<file path="config.mk">
export PLATFORM = sky130hd
export DESIGN_NAME = irq_pending_latch
export DESIGN_NICKNAME = d
export VERILOG_FILES = /design/src/rtl/irq_pending_latch.sv
export SDC_FILE = /design/constraint.sdc
export NUM_CORES = 1
export LEC_CHECK = 0
export CAP_MARGIN = 5
export CELL_PAD_IN_SITES_DETAIL_PLACEMENT = 0
export CELL_PAD_IN_SITES_GLOBAL_PLACEMENT = 2
export CORE_UTILIZATION = 17
export CTS_CLUSTER_SIZE = 16
export DETAILED_ROUTE_END_ITERATION = 8
export PLACE_DENSITY_LB_ADDON = 0.1
export SYNTH_ARGS = -nofsm -noshare
export SYNTH_HDL_FRONTEND = slang
export SYNTH_SLANG_ARGS = --single-unit
</file>
<file path="constraint.sdc">
create_clock -name clk -period 1 [get_ports clk]
set_clock_uncertainty 0.1 [all_clocks]
set_input_delay 0.2 -clock clk [delete_from_list [all_inputs] [get_ports clk]]
set_output_delay 0.2 -clock clk [all_outputs]
set_load 0.01 [all_outputs]
</file>
<file path="src/rtl/irq_pending_latch.sv">
// Interrupt front end: edge/level capture into a pending register, masked
// presentation to an external priority encoder, one-at-a-time CPU handshake.
module irq_pending_latch #(
  parameter bit RISING_EDGE = 1'b1
) (
  input  logic       clk,
  input  logic       rst,
  input  logic [7:0] irq_in,
  input  logic [7:0] mask,
  output logic [7:0] req_vec,
  input  logic [2:0] enc_y,
  input  logic       enc_valid,
  output logic [7:0] pending,
  output logic       int_req,
  output logic [2:0] int_vec,
  input  logic       int_ack
);

  typedef enum logic {
    S_IDLE = 1'b0,
    S_REQ  = 1'b1
  } state_t;

  state_t     r_state;
  state_t     w_nextState;
  logic [7:0] r_irqPrev;
  logic [7:0] r_pending;
  logic [2:0] r_intVec;
  logic [7:0] w_set;
  logic [7:0] w_clr;
  logic       w_ackFire;
  logic       w_capture;

  // Tracks the previous sample of irq_in even during reset, so lines already
  // high across reset release are not mistaken for fresh edges.
  always_ff @(posedge clk) begin
    r_irqPrev <= irq_in;
  end

  always_comb begin
    if (RISING_EDGE) begin
      w_set = irq_in & ~r_irqPrev;
    end else begin
      w_set = irq_in;
    end
  end

  always_comb begin
    w_nextState = r_state;
    w_ackFire   = 1'b0;
    w_capture   = 1'b0;
    case (r_state)
      S_IDLE: begin
        if (enc_valid) begin
          w_nextState = S_REQ;
          w_capture   = 1'b1;
        end
      end
      S_REQ: begin
        if (int_ack) begin
          w_nextState = S_IDLE;
          w_ackFire   = 1'b1;
        end
      end
      default: w_nextState = S_IDLE;
    endcase
  end

  // Clear only the serviced line; a simultaneous new set on it survives.
  always_comb begin
    w_clr = 8'h00;
    if (w_ackFire) begin
      w_clr = 8'h01 << r_intVec;
    end
  end

  always_ff @(posedge clk) begin
    if (rst) begin
      r_state   <= S_IDLE;
      r_pending <= 8'h00;
      r_intVec  <= 3'd0;
    end else begin
      r_state   <= w_nextState;
      r_pending <= (r_pending & ~w_clr) | w_set;
      if (w_capture) begin
        r_intVec <= enc_y;
      end
    end
  end

  assign req_vec = r_pending & mask;
  assign pending = r_pending;
  assign int_req = (r_state == S_REQ);
  assign int_vec = r_intVec;

endmodule
</file>
==> impl_table.tex <==
\begin{tabular}{lr}
\hline
Metric & Value \\
\hline
\multicolumn{2}{l}{\textbf{Cells and area}} \\
\quad Final std cell area, no fill & around 1400 sq um \\
\quad Register cell area after layout & $\sim$420 sq um \\
\quad Antenna diode count & 0 \\
\quad Share of layout cells above drive strength 1 & around 46\% \\
\quad Multi-input gate area & approximately 300 sq um \\
\quad Net count of the finished layout & $\sim$150 \\
\quad Highest-count cells in the layout ignoring fill and taps & 22 x sky130\_fd\_sc\_hd\_\_buf\_6, 12 x sky130\_fd\_sc\_hd\_\_clkdlybuf4s50\_1, 11 x sky130\_fd\_sc\_hd\_\_dfxtp\_2, 11 x sky130\_fd\_sc\_hd\_\_buf\_4, 10 x sky130\_fd\_sc\_hd\_\_nand2b\_1 \\
\quad Layout filler cell count & around 390 \\
\quad Area growth syn-to-layout & 108\% \\
\quad Most common cell after layout, fill and taps aside & sky130\_fd\_sc\_hd\_\_buf\_6 \\
\multicolumn{2}{l}{\textbf{Clock tree}} \\
\quad TritonCTS Buffers & 3 \\
\quad Clock latency on the worst-skew pair & between 200 and 300 ps \\
\quad Worst-path clk slew & about 80 ps \\
\quad Max Buffers Root-to-Sink & 2 \\
\quad Clk root buf & sky130\_fd\_sc\_hd\_\_clkbuf\_8 \\
\quad CTS tree & built \\
\quad Level count of the clock H-tree & 1 \\
\quad Number of hold buffers added after CTS & 0 \\
\quad Num Clock Sinks & 20 \\
\multicolumn{2}{l}{\textbf{Die}} \\
\quad Vertical extent of the die & about 66 um \\
\quad Total die area & 4290 sq um \\
\quad Starting Density & $\sim$18\% \\
\quad Core area & between 3000 and 4000 sq um \\
\quad Core Rows & 22 \\
\quad I/O pins & 43 \\
\quad Die width & 65.5 um \\
\multicolumn{2}{l}{\textbf{Worst setup path}} \\
\quad Critical path launch point type & register \\
\quad CP Cell Sequence & and2\_1, buf\_2 \\
\quad Crit Path Class & register to output port \\
\quad Critical Path End Type & output port \\
\quad Startpoint of the worst-slack reg-to-reg timing path & int\_vec[2] \\
\quad CP max stage cell & sky130\_fd\_sc\_hd\_\_dfxtp\_2 \\
\quad Crit-path max FO & 3 \\
\quad Arrival time reported for the critical path endpoint & about 840 ps \\
\quad Largest stage delay, worst path & 330 ps \\
\quad Category of cells accounting for the largest share of critical-path delay & flip-flops \\
\quad Critical path data required time & $\sim$700 ps \\
\quad Beginning of the critical path & pending[4] \\
\quad Number of buffer and inverter instances along the worst setup path & 1 \\
\multicolumn{2}{l}{\textbf{Power and ir drop}} \\
\quad Cell Pwr Density & about 1500 nW/um\^{}2 \\
\quad Worst supply voltage drop on vdd & approximately 0.4 mV \\
\quad Static Leak & around 0.64 nW \\
\multicolumn{2}{l}{\textbf{Synthesis}} \\
\quad Average size of a mapped cell & about 10 sq um \\
\quad Unique cell type count in the Yosys netlist & 14 \\
\quad Number of warnings printed during yosys synthesis & 0 \\
\quad Combined area of all synthesized cells & roughly 690 sq um \\
\quad Top cells by area in the synthesized netlist & sky130\_fd\_sc\_hd\_\_dfxtp\_1 58\%, sky130\_fd\_sc\_hd\_\_nand2b\_1 9.1\%, sky130\_fd\_sc\_hd\_\_and2\_1 7.3\% \\
\quad Library cell occupying the most area in the post-synthesis netlist & sky130\_fd\_sc\_hd\_\_dfxtp\_1 \\
\quad Sequential area share after synthesis & about three fifths \\
\quad Share of the synthesized area in the top cell type & 58.4\% \\
\quad Number of cells produced by synthesis & between 60 and 70 \\
\quad Syn Nets & around 90 \\
\quad Flop and latch count out of synthesis & 20 \\
\multicolumn{2}{l}{\textbf{STA}} \\
\quad Worst Slack Setup Final & -142 ps \\
\quad Total negative slack for setup checks & -2340 ps \\
\quad Max frequency & about 880 MHz \\
\quad Fin. max-slew vios & 0 \\
\quad Max-slew headroom & 84.5\% \\
\quad Unrepaired setup endpoints after global routing & yes \\
\quad Final count of negative-setup-slack endpoints & 27 \\
\quad Share of the cycle needed by the critical path after routing & 114\% \\
\quad Final hold violation count & 0 \\
\quad Slew at the pin with the worst max-slew slack & around 230 ps \\
\quad Min Tclk post-route & around 1100 ps \\
\multicolumn{2}{l}{\textbf{Outcome}} \\
\quad Result of the run & finished with violations \\
\quad Violated checks & negative setup slack \\
\multicolumn{2}{l}{\textbf{Min path}} \\
\quad Tightest Hold Check Type & input port to register \\
\quad Hold Crit Start & irq\_in[5] \\
\multicolumn{2}{l}{\textbf{Route}} \\
\quad Violation count after the first detailed-routing iteration & 17 \\
\quad Detailed-routing iteration count for the pre-antenna-repair pass & 4 \\
\quad DR vias/cell & $\sim$3.8 \\
\quad Via count of the routed design & 673 \\
\quad Post-route ant nets & 0 \\
\quad Number of DRC violations after detailed routing & 0 \\
\quad Average wire length per cell after detail routing & 10.6 um \\
\quad Final wirelength & 1.88 mm \\
\multicolumn{2}{l}{\textbf{Placed design}} \\
\quad Placed cell areas & 1230 sq um \\
\quad Total half-perimeter wirelength after legalization and detailed placement & between 1 and 1.5 mm \\
\quad Final weighted congestion in routability-driven placement & between 0.6 and 0.7 \\
\quad Count of input and output buffers & 42 \\
\multicolumn{2}{l}{\textbf{Global routing}} \\
\quad Met3 layer usage reported by global route & $\sim$2.4\% \\
\quad Global-route wire length before repair & $\sim$3 mm \\
\quad Maximum number of pins on one net before global-route repair & 13 \\
\quad Number of global-route vias before repair & between 600 and 700 \\
\quad Remaining global-route overflow & 0 \\
\quad M1 GR Usage & between 10\% and 20\% \\
\quad Initial antenna violation count & 0 \\
\quad Met2 usage & between 10 and 15\% \\
\quad Most Crowded Layer GR & met2 \\
\quad Total GRT Usage & a little under a tenth \\
\multicolumn{2}{l}{\textbf{Run}} \\
\quad Max cap viols & 0 \\
\hline
\end{tabular}
[cells in the mapped netlist]
| cell type | n |
|---|---|
| sky130_fd_sc_hd__nand2b_1 | 10 |
| sky130_fd_sc_hd__nor2b_4 | 1 |
| sky130_fd_sc_hd__nand3_1 | 1 |
| sky130_fd_sc_hd__nand3b_1 | 1 |
| sky130_fd_sc_hd__nand2_1 | 1 |
| sky130_fd_sc_hd__inv_1 | 1 |
| sky130_fd_sc_hd__nor2_1 | 4 |
| sky130_fd_sc_hd__mux2i_1 | 3 |
| sky130_fd_sc_hd__clkbuf_1 | 1 |
| sky130_fd_sc_hd__dfxtp_1 | 20 |
| sky130_fd_sc_hd__o21ai_0 | 6 |
| sky130_fd_sc_hd__and2_1 | 8 |
| sky130_fd_sc_hd__a21oi_1 | 9 |
| sky130_fd_sc_hd__o31ai_1 | 2 |
[worst paths after layout]
check | to | slack (ps) | depth (start not counted)
max | req_vec[4] | -140 | 2
min | r_irqPrev[5] | 320 | 1
max reg2reg | pending[0] | -120 | 3
min reg2reg | pending[6] | 370 | 2
[state kept, by name, summed over array words and instances, names as in the netlist]
signal     flops
int_req        1
int_vec        3
r_irqPrev      8
pending        8
[layout make-up]
type / instances / share of cell area [%]
Clock buffer: 3 / 2.90
Clock inverter: 1 / 2.11
Inverter: 1 / 0.263
Multi-Input combinational cell: 46 / 20.7
Sequential cell: 20 / 29.3
Tap cell: 48 / 4.21
Timing Repair Buffer: 59 / 40.5
[kinds of logic (layout without fill, tap and decap cells)]
group,after synthesis,in the layout,synth area share (%)
simple gates,26,26,23.0
flops,20,20,58.4
compound gates,17,17,13.1
mux,3,3,4.38
buf+inv,2,64,1.09
[power breakdown]
group          leakage (nW)  switching (W)  internal [W]
clock                0.0357       0.000272      0.000534
combinational         0.433       0.000127      0.000256
sequential            0.171      0.0000311      0.000852
[through the flow]
stage	power [W]	hold slack (ps)	std cells	setup slack (ps)	utilization, %
2_1_floorplan	0.000992	128	68	-15.0	-
3_3_place_gp	0.00123	369	164	-586	32.6
3_5_place_dp	0.00123	368	164	-590	32.6
4_1_cts	0.00204	317	169	-182	34.1
5_1_grt	0.00218	312	178	-224	37.8
6_report	0.00207	316	178	-142	37.8
[worst register-to-register path, stage by stage, from the launching register on]
cell and delay, ps:
sky130_fd_sc_hd__dfxtp_2 330, sky130_fd_sc_hd__nand3b_1 260, sky130_fd_sc_hd__o31ai_2 230, sky130_fd_sc_hd__a21oi_1 90
[repair_timing]
item | in CTS | in global routing
setup buffers | 1 | 9
gates resized for setup | 114 | 20
pin swaps | 12 | 6
endpoints found under the setup margin | 31 | 31
[layer usage]
metal | part of all wire [%] | up-vias
met1 | 47 | 294
met4 | 0.96 | 0
met3 | 5.9 | 2
met5 | 0 | -
li1 | - | 351
met2 | 46 | 26
Power figures use the tool's default switching activity.
